<file path="src/rtl/cpu_state_dumper.sv">
// Trace unit: on trigger, freezes the CPU and streams PC, register file and a
// data-memory window as tagged records, counting dumps until a halt limit.
module cpu_state_dumper #(
  parameter int          NUM_REGS      = 32,
  parameter int          NUM_MEM_WORDS = 8,
  parameter logic [31:0] MEM_BASE      = 32'h0,
  parameter int          MAX_DUMPS     = 6
) (
  input  logic        clk,
  input  logic        rst_n,
  input  logic        trigger,
  input  logic [31:0] pc_in,
  output logic        cpu_stall,
  output logic [4:0]  reg_addr,
  input  logic [31:0] reg_data,
  output logic [31:0] mem_addr,
  input  logic [31:0] mem_data,
  output logic        out_valid,
  input  logic        out_ready,
  output logic [7:0]  out_tag,
  output logic [31:0] out_data,
  output logic        out_last,
  output logic        busy,
  output logic        halt,
  output logic        missed,
  output logic [1:0]  dbg_state,
  output logic [7:0]  dbg_count
);

  // Handshake: a record transfers on a rising edge where out_valid && out_ready;
  // while out_valid && !out_ready the tag/data/last outputs are held unchanged.

  typedef enum logic [1:0] {S_IDLE, S_PC, S_REG, S_MEM} state_t;

  localparam int TOTAL = 1 + NUM_REGS + NUM_MEM_WORDS;
  localparam int EW    = $clog2(TOTAL + 1);

  state_t         state_q, state_d;
  logic [EW-1:0]  elem_q, elem_d;
  logic           out_valid_q, out_valid_d;
  logic [7:0]     out_tag_q, out_tag_d;
  logic [31:0]    out_data_q, out_data_d;
  logic           out_last_q, out_last_d;
  logic [7:0]     count_q, count_d;
  logic           halt_q, halt_d;
  logic           missed_q, missed_d;

  logic           is_pc, is_reg, more, start, load, done;
  logic [EW-1:0]  reg_idx, mem_idx;
  logic [7:0]     elem_tag, count_inc;
  logic [31:0]    elem_data;
  logic           elem_last;
  state_t         elem_state;

  // elem_q is the index of the next element to load into the output slot.
  assign is_pc   = (elem_q == '0);
  assign is_reg  = !is_pc && (elem_q <= EW'(NUM_REGS));
  assign reg_idx = elem_q - EW'(1);
  assign mem_idx = elem_q - EW'(1 + NUM_REGS);
  assign more    = (elem_q < EW'(TOTAL));

  assign start = (state_q == S_IDLE) && trigger && !halt_q;
  assign load  = start || ((state_q != S_IDLE) && more && (!out_valid_q || out_ready));
  assign done  = out_valid_q && out_ready && out_last_q;

  assign count_inc = (count_q == 8'hFF) ? count_q : count_q + 8'd1;

  always_comb begin
    reg_addr = '0;
    mem_addr = '0;
    if ((state_q != S_IDLE) && more) begin
      if (is_reg)      reg_addr = 5'(reg_idx);
      else if (!is_pc) mem_addr = MEM_BASE + (32'(mem_idx) << 2);
    end
  end

  // The PC record is taken straight from pc_in at the trigger edge, so the
  // output register itself holds the PC snapshot.
  always_comb begin
    elem_tag   = 8'h80;
    elem_data  = pc_in;
    elem_last  = 1'b0;
    elem_state = S_PC;
    if (is_reg) begin
      elem_tag   = 8'(reg_idx);
      elem_data  = reg_data;
      elem_state = S_REG;
    end else if (!is_pc) begin
      elem_tag   = 8'h40 + 8'(mem_idx);
      elem_data  = mem_data;
      elem_last  = (mem_idx == EW'(NUM_MEM_WORDS - 1));
      elem_state = S_MEM;
    end
  end

  always_comb begin
    state_d     = state_q;
    elem_d      = elem_q;
    out_valid_d = out_valid_q;
    out_tag_d   = out_tag_q;
    out_data_d  = out_data_q;
    out_last_d  = out_last_q;
    count_d     = count_q;
    halt_d      = halt_q;
    missed_d    = missed_q | (trigger && !start);
    if (done) begin
      state_d     = S_IDLE;
      elem_d      = '0;
      out_valid_d = 1'b0;
      out_last_d  = 1'b0;
      count_d     = count_inc;
      if ((MAX_DUMPS != 0) && ({24'd0, count_inc} == 32'(MAX_DUMPS))) halt_d = 1'b1;
    end else if (load) begin
      state_d     = elem_state;
      elem_d      = elem_q + EW'(1);
      out_valid_d = 1'b1;
      out_tag_d   = elem_tag;
      out_data_d  = elem_data;
      out_last_d  = elem_last;
    end else if (out_ready) begin
      out_valid_d = 1'b0;
    end
  end

  always_ff @(posedge clk or negedge rst_n) begin
    if (!rst_n) begin
      state_q     <= S_IDLE;
      elem_q      <= '0;
      out_valid_q <= 1'b0;
      out_tag_q   <= '0;
      out_data_q  <= '0;
      out_last_q  <= 1'b0;
      count_q     <= '0;
      halt_q      <= 1'b0;
      missed_q    <= 1'b0;
    end else begin
      state_q     <= state_d;
      elem_q      <= elem_d;
      out_valid_q <= out_valid_d;
      out_tag_q   <= out_tag_d;
      out_data_q  <= out_data_d;
      out_last_q  <= out_last_d;
      count_q     <= count_d;
      halt_q      <= halt_d;
      missed_q    <= missed_d;
    end
  end

  assign busy      = (state_q != S_IDLE);
  assign cpu_stall = busy || start;
  assign out_valid = out_valid_q;
  assign out_tag   = out_tag_q;
  assign out_data  = out_data_q;
  assign out_last  = out_last_q;
  assign halt      = halt_q;
  assign missed    = missed_q;
  assign dbg_state = state_q;
  assign dbg_count = count_q;

endmodule

</file>
<file path="config.mk">
export PLATFORM = sky130hd
export DESIGN_NAME = cpu_state_dumper
export DESIGN_NICKNAME = d
export VERILOG_FILES = /design/src/rtl/cpu_state_dumper.sv
export SDC_FILE = /design/constraint.sdc
export NUM_CORES = 1
export LEC_CHECK = 0
export ABC_AREA = 1
export BUFFER_PORTS_ARGS = -buffer_cell sky130_fd_sc_hd__buf_2
export CAP_MARGIN = 20
export CORE_MARGIN = 5
export CORE_UTILIZATION = 50
export CTS_CLUSTER_SIZE = 16
export DETAILED_ROUTE_END_ITERATION = 16
export GPL_TIMING_DRIVEN = 0
export PLACE_DENSITY = 0.85
export SLEW_MARGIN = 20
export SYNTH_ARGS = -nofsm -noshare
export SYNTH_HDL_FRONTEND = slang
export SYNTH_SLANG_ARGS = --single-unit
</file>
<file path="constraint.sdc">
create_clock -name clk -period 5.5 [get_ports clk]
set_clock_uncertainty 0.1 [all_clocks]
set_input_delay 0.55 -clock clk [delete_from_list [all_inputs] [get_ports clk]]
set_output_delay 0.55 -clock clk [all_outputs]
set_load 0.05 [all_outputs]
</file>
Word-level counts from Yosys, hierarchy flattened
Cells that the tools add are included.
W data, S select, Z words.

word-level totals
  register bits after elaboration = 60
  latch bits = 0
  bits in writable memories = 0
  memory bits (read-only) = 0
  input bits = 100
  output and inout port bits = 93
  logic and storage cells = 66
  memories kept = 0

operators by class
  add/sub/neg operators = 5
  multiply operators = 0
  div/mod/pow operators = 0
  $lt $le $gt $ge = 2
  equal/unequal tests = 3
  shift-type cells = 0
  multiplexer cells = 23
  bitwise gates (word level) = 2
  reductions and logical operators = 22

operators by type and width
  kind                   number
  $mux W32               3
  $mux W8                5
  $mux W6                2
  $mux W5                2
  $add A7 B6 Y8 const A  1
  $add A8 B1 Y8 const B  1
  $eq A8 B3 Y1 const B   1
  $eq A8 B8 Y1 const B   1
  $logic_and A1 B1 Y1    8
  $mux W2                4
  $mux W1                7
  $add A6 B1 Y6 const B  1
  $eq A6 B3 Y1 const B   1
  $le A6 B6 Y1 const B   1
  $logic_not A6 Y1       1
  $lt A6 B6 Y1 const B   1
  $sub A6 B1 Y6 const B  1
  $sub A6 B6 Y6 const B  1
  $logic_not A1 Y1       4
  $reduce_and A2 Y1      2
  $reduce_bool A2 Y1     2
  $logic_or A1 B1 Y1     3
  $reduce_bool A3 Y1     1
  $logic_not A2 Y1       1
  2 further kinds        2

Logic depth before layout (Yosys ltp)
Gate-level depths: netlist of the first run.

  word-level depth = 6
  gate-level depth with buffers = 13
  depth with buffers taken out = 12

Worst setup path after synthesis of the first run
No wires, ideal clock.

  kind = register to output
  start point = reg state_q[0], in the netlist dbg_state[0]
  end point = out mem_addr[5]
  arrival time = 2.382 ns
  required time = 4.850 ns
  path slack = 2.468 ns
  stages on the path, launching flop included = 5
  buffers on the path = 0
  cells stage by stage = dfrtp_1 inv_1 nand2_1 nand3_2 nor3_1

on the way
  word-level cells in the longest chain between the ends = 3

ends and longest elaborated chain
  item                    RTL line  text
  start, declared         38        state_t state_q, state_d;
  start signal, assigned  137       state_q <= state_d;
  $reduce_bool A2 Y1      n/a
  named net busy          23        output logic busy,
  $logic_and A1 B1 Y1     71        if ((state_q != S_IDLE) && more) begin
  $mux W32                71
  end, declared           16        output logic [31:0] mem_addr,

The timed path passes the listed nets, and every way through them passes these cells.

Worst setup path after layout of the first run
  start point = reg elem_q[0]
  end point = out reg_addr[2]

on the way
  word-level cells in the longest chain between the ends = 5
  elaborated cells on any way between the ends = 9
  those cells by class = add/sub (1); order compare (2); mux (2); reduce/logical (4)

ends and longest elaborated chain
  item                                                                  RTL line  text
  start, declared                                                       39        logic [EW-1:0] elem_q, elem_d;
  start signal, assigned                                                138       elem_q <= elem_d;
  parallel branches: the longest is 4 deep, another holds $le A6 B6 Y1  n/a
  $mux W5 *                                                             71
  end, declared                                                         14        output logic [4:0] reg_addr,

Every way passes the cells marked *.

==> results_dict.tcl, run 1 <==
set metrics [dict create \
    placed_cells 839 \
    synth_cells 549 \
    fin_crit_ns 3.30 \
    fp.coreArea_sq_um 7250 \
    diodes 0 \
    stdcell_count 854 \
    syn_avg_cell_area_sq_um 6.82 \
    fin_util_pct 68.2 \
    grt_first_pass_wirelength_um 17900 \
    antenna_found_initial 0 \
    finalInstanceArea_sq_um 4940 \
    vias 4189 \
    seq_area_frac_synth_pct 40.1 \
    worst_slack_ns 2.20 \
    root_buffer "clkbuf_8" \
    postCtsResizedCells 0 \
    grt-ovfl-total 0 \
    grt_usage_pct 24.6 \
    synthAdderAreaFrac_pct 1.34 \
    numCtsBuffers 9 \
    grt_max_degree 61 \
    hold_violations 0 \
    clock-sinks 60 \
    finish.net_count 855 \
    cpMaxStageDelayCell "dfrtp_1" \
    place_congestion 0.942 \
    p_per_area_nw_per_um2 721 \
    yosysUniqueCellTypes 25 \
    synth.area.top_cells "dfrtp_1, nand2_1, nand3_1" \
    arrival_ns 2.65 \
    grt_pass1_vias 3904 \
    syn_to_final_growth_pct 32.1 \
    synth.top_cell.area_share_pct 40.1 \
    avgRoutedWirePerCell_um 13.6 \
    cpLargestDelayFamily "buffers and inverters" \
    hold_path_class "in2async" \
    place_area_sq_um 4790 \
    peakVddDrop_v 0.000387 \
    drtIter0Drc 230 \
    reg2reg_from "elem_q[0]$_DFFE_PN0P_" \
    dr.pass1.iters 4 \
    die_w_um 96.5 \
    pre_cts_slack_ns 2.58 \
    timing.final.crit_share_pct 60.0 \
    synth-xor-area-share_pct 1.64 \
    startpoint_type "register" \
    num_io_pins 193 \
    path_cells "inv_1 > ha_1 > inv_1 > nor2_1 > nand2_1 > nand2_1 > nand2_1 > inv_2 > buf_4 > nand2_1 > nor2_1 > buf_2" \
    yosysTopAreaCell "dfrtp_1" \
    wl_um 11600 \
    setup_viol_count_final 0 \
    required_ns 4.85 \
    path_buf_inv 5 \
    status "finished clean" \
    ys_seq_elements 60 \
    drv_slew 0 \
    max-clock-path-buffers 2 \
    insertion_delay_ns 0.33 \
    rsz0062_at_grt "false" \
    worstSetupPathType "reg2out" \
    postRouteAntennaNets 0 \
    port_buffers 166 \
    synth-simple-area-share_pct 41.4 \
    die_area_sq_um 9320 \
    cts_tree "done" \
    drive_gt1_share_pct 30.6 \
    drc 0 \
    synth_compound_area_share_pct 2.77 \
    rows 31 \
    ys.warnings.count 0 \
    timing.setup.tns_ns 0 \
    leakagePower_nw 2.98 \
    post_drt_via_cell_ratio 4.91 \
    postCtsSetupBuffers 0 \
    cp-end-kind "primary output" \
    die_h_um 96.5 \
    slew-limit-headroom_pct 49.6 \
    totalPowerFinal_mw 3.57 \
    cp_common_cell "nand2_1" \
    fmax_mhz 303 \
    tightest_slew_ns 0.756 \
    slowest_delay_ns 0.43 \
    clk_pin_slew_worst_paths_ns 0.07 \
    cts_hold_buffers 0 \
    dp_hpwl_um 8900 \
    synth_mux_area_share_pct 0 \
    synth_top_family_by_area "simple AND/OR/NAND/NOR gates" \
    max-cap-violations 0 \
    r2r_slack_ns 3.25 \
    syn-cell-area_sq_um 3740 \
    initial_core_util_pct 51.6 \
    startpoint "elem_q[0]$_DFFE_PN0P_" \
    hold_slack_ns 0.181 \
    htreeDepth 3 \
    cp_max_fo 10 \
]
-- final cells by class --
cell class                 count  area (sq um)
fill                         645          2310
multi-input combinational    426          1860
sequential                    60          1500
timing repair buffer         166           833
buffer                        52           338
clock buffer                  12           135
inverter                      36           135
tap                           99           124
clock inverter                 3          15.0
-- cell families (layout without fill, tap and decap cells) --
kind of cell / after synthesis / after routing
and+or+nand+nor: 370 / 370
AOI/OAI and AO/OA: 19 / 19
DFF: 60 / 60
other: 1 / 26
buffers and inverters: 88 / 269
xor gates and xnor gates: 7 / 7
adders and majority gates: 4 / 4
-- Yosys cell counts (all sizes together) --
| library cell | count |
|---|---|
| nand3b | 3 |
| clkbuf | 7 |
| a21o | 1 |
| xor2 | 6 |
| nand4 | 5 |
| or2 | 1 |
| xnor2 | 1 |
| inv | 35 |
| nor2 | 26 |
| nand2 | 237 |
| o21ai | 17 |
| nor3 | 1 |
| nand3 | 97 |
| clkinv | 1 |
| dfrtp | 60 |
| conb | 1 |
| o21a | 1 |
| ha | 4 |
| buf | 45 |
-- power breakdown --
group	leakage [nW]	internal (mW)	switching [mW]	total (mW)
Sequential	0.739	0.650	0.138	0.788
Combinational	2.16	0.631	1.83	2.46
Clock	0.0800	0.159	0.164	0.323
Total	2.98	1.44	2.13	3.57
-- flip-flops by register name, summed over array words and instances, names as in the netlist --
signal	count
dbg_count	8
out_valid	1
out_tag	8
out_last	1
dbg_state	2
missed	1
elem_q	6
halt	1
out_data	32
-- cells in the final DEF (no fill, tap or decap), types with 2 or more instances in the layout --
cell type	count
nand2_1	237
buf_2	177
nand3_1	95
dfrtp_1	60
buf_4	33
inv_1	31
conb_1	26
nor2_1	25
o21ai_0	16
clkbuf_1	10
clkbuf_8	9
xor2_1	6
nand4_1	5
inv_2	4
ha_1	4
nand3b_1	3
clkinv_2	3
nand3_2	2
-- routing by layer --
layer  vias to the layer above  track usage (%)  wire length, um
li1                       2082                -                -
met1                      1907             31.9             4690
met2                       188             42.2             5790
met3                        12             4.57              966
met4                         0             7.01              125
met5                         -                0                0
-- final timing paths --
kind,endpoint,cells after the start
max reg2reg,out_data[19]$_DFFE_PN0P_,11
min in group clk,missed$_DFF_PN0_,2
max in group asynchronous,elem_q[2]$_DFFE_PN0P_,1
min,dbg_count[3]$_DFFE_PN0P_,1
min reg2reg,missed$_DFF_PN0_,1
max,reg_addr[2],12
(Power assumes the default switching activity.)
==> run 2, diff against run 1 <==
--- a/config.mk
+++ b/config.mk
@@ -9,11 +9,11 @@
 export BUFFER_PORTS_ARGS = -buffer_cell sky130_fd_sc_hd__buf_2
 export CAP_MARGIN = 20
 export CORE_MARGIN = 5
-export CORE_UTILIZATION = 50
+export CORE_UTILIZATION = 46
 export CTS_CLUSTER_SIZE = 16
 export DETAILED_ROUTE_END_ITERATION = 16
 export GPL_TIMING_DRIVEN = 0
-export PLACE_DENSITY = 0.85
+export PLACE_DENSITY = 0.79
 export SLEW_MARGIN = 20
 export SYNTH_ARGS = -nofsm -noshare
 export SYNTH_HDL_FRONTEND = slang
==> constraint.sdc (replaced) <==
create_clock -name clk -period 3.1 [get_ports clk]
set_clock_uncertainty 0.1 [all_clocks]
set_input_delay 0.31 -clock clk [delete_from_list [all_inputs] [get_ports clk]]
set_output_delay 0.31 -clock clk [all_outputs]
set_load 0.05 [all_outputs]
==> run 2 against run 1 <==
Clock power is 150% higher. Worst setup slack worse by 2.0 ns. Sequential cell count stayed put. Via count is 0.12% higher. Non-clock buffer count is 1 higher. Power is 85% higher. Cell count is 0.94% higher. Combinational power is 78% higher. Count of clock-buffer cells in the layout is 2 lower. Die area is 7.8% higher.
==> results_dict.tcl, run 2 (synthesized netlist as in run 1, its figures left out) <==
set metrics [dict create \
    dp_hpwl_um 8960 \
    worstSetupPathType "reg2out" \
    grt_first_pass_wirelength_um 18400 \
    clk_pin_slew_worst_paths_ns 0.06 \
    wl_um 11800 \
    fmax_mhz 343 \
    grt_usage_pct 22.7 \
    syn_to_final_growth_pct 34.8 \
    placed_cells 845 \
    final_cell_mix "nand2_1, buf_2, nand3_1" \
    leakagePower_nw 3.02 \
    cp_max_fo 10 \
    clock-sinks 60 \
    cpLargestDelayFamily "buffers and inverters" \
    largest_reg_flops 32 \
    rows 33 \
    worstHoldStart "trigger" \
    insertion_delay_ns 0.34 \
    crit_cells 12 \
    max-clock-path-buffers 2 \
    reg2reg_from "elem_q[1]$_DFFE_PN0P_" \
    diodes 0 \
    arrival_ns 2.50 \
    cp-end-kind "primary output" \
    slew-limit-headroom_pct 48.9 \
    num_io_pins 193 \
    tightest_slew_ns 0.767 \
    die_h_um 100 \
    grt_util_met1_pct 28.3 \
    post_drt_via_cell_ratio 4.87 \
    postRouteAntennaNets 0 \
    reg2reg_depth 12 \
    cpMaxStageDelayCell "dfrtp_2" \
    use_met3_pct 4.93 \
    startpoint_type "register" \
    stdcell_count 862 \
    drc 0 \
    port_buffers 166 \
    required_ns 2.69 \
    max-cap-violations 0 \
    dr.pass1.iters 6 \
    fp.coreArea_sq_um 8050 \
    busiest_layer "met2" \
    crit_end "reg_addr[4]" \
    startpoint "elem_q[0]$_DFFE_PN0P_" \
    finish.net_count 856 \
    antenna_found_initial 0 \
    root_buffer "clkbuf_8" \
    hold_slack_ns 0.102 \
    status "finished clean" \
    grt_max_degree 61 \
    r2r-end "out_data[14]$_DFFE_PN0P_" \
    fin_crit_ns 2.91 \
    drv_slew 0 \
    drive_gt1_share_pct 31.3 \
    htreeDepth 3 \
    peakVddDrop_v 0.000596 \
    grt-ovfl-total 0 \
    fill_cells 758 \
    vias 4194 \
    initial_core_util_pct 46.5 \
    layout_commonest_cell "nand2_1" \
    rsz0062_at_grt "false" \
    hold_path_class "in2reg" \
    grt_use_met2_pct 39.7 \
    path_buf_inv 5 \
    die_w_um 100 \
    timing.final.crit_share_pct 93.9 \
    slowest_delay_ns 0.46 \
    p_per_area_nw_per_um2 1310 \
    path_cells "inv_4 > ha_1 > inv_1 > nor2_1 > nand2_1 > nand2_1 > nand2_1 > inv_2 > buf_4 > nand2_1 > nor2_1 > buf_2" \
    pre_cts_slack_ns 0.409 \
    drtIter0Drc 203 \
    hold_violations 0 \
    postCtsSetupBuffers 0 \
    place_congestion 0.872 \
    cp_common_cell "nand2_1" \
    setup_viol_count_final 0 \
    r2r_slack_ns 0.95 \
    grt_pass1_vias 3878 \
    avgRoutedWirePerCell_um 13.7 \
    worst_slack_ns 0.188 \
    timing.setup.tns_ns 0 \
    cts_tree "done" \
    die_area_sq_um 10000 \
    numCtsBuffers 9 \
]
## run 2: cell count changes in the layout (fill, tap and decap cells not counted), moves of 2 or more
cell | previous run | this run
buf_2 | 177 | 174
buf_4 | 33 | 35
bufinv_16 | 0 | 2
clkbuf_1 | 10 | 7
## run 2: how the worst min path moves through the flow
stage | slack [ns] | cells after the start | end
after floorplan | -0.09 | 0 | dbg_count[0]$_DFFE_PN0P_
after global placement | 0.34 | 1 | missed$_DFF_PN0_
after detailed placement | 0.34 | 1 | elem_q[1]$_DFFE_PN0P_
after CTS | 0.09 | 2 | missed$_DFF_PN0_
after global routing | 0.09 | 2 | missed$_DFF_PN0_
final | 0.10 | 2 | missed$_DFF_PN0_
## run 2: report_power, final
part	switching, mW	internal, mW
Combinational	3.24	1.14
Sequential	0.250	1.15
Clock	0.331	0.474
## run 2: area by class of cell
cell class                 count  area, sq um  area share (%)
clock buffer                  10          138            2.73
tap                          105          131            2.60
buffer                        52          338            6.69
multi-input combinational    426         1860            36.9
clock inverter                 6         86.3            1.71
inverter                      36          138            2.73
timing repair buffer         167          851            16.9
sequential                    60         1500            29.8
## run 2: layer usage
| layer | vias up | share of wire [%] |
|---|---|---|
| met4 | 0 | 1.3 |
| met1 | 1934 | 39 |
| met2 | 153 | 51 |
| li1 | 2094 | - |
| met3 | 13 | 8.2 |
| met5 | - | 0 |
## run 2: worst reg2reg max path: cells and delay by family (launching register included)
family	cells	cell delay, ns
AND/OR/NAND/NOR	7	0.64
buffers and inverters	4	0.74
flip-flops	1	0.42
adder cells (fa/ha/maj)	1	0.20
## run 2: stage by stage
step	area (sq um)	utilization [%]	power (mW)
2_1_floorplan	3840	-	4.66
3_3_place_gp	4800	59.6	5.67
3_5_place_dp	4800	59.6	5.76
4_1_cts	5040	62.5	6.57
5_1_grt	5050	62.7	7.04
6_report	5050	62.7	6.59
## run 2: what timing repair did
item	4_1_cts	5_1_grt
hold buffers	1	0
setup endpoints to repair	0	6
resized for setup	0	8
hold endpoints to repair	60	0
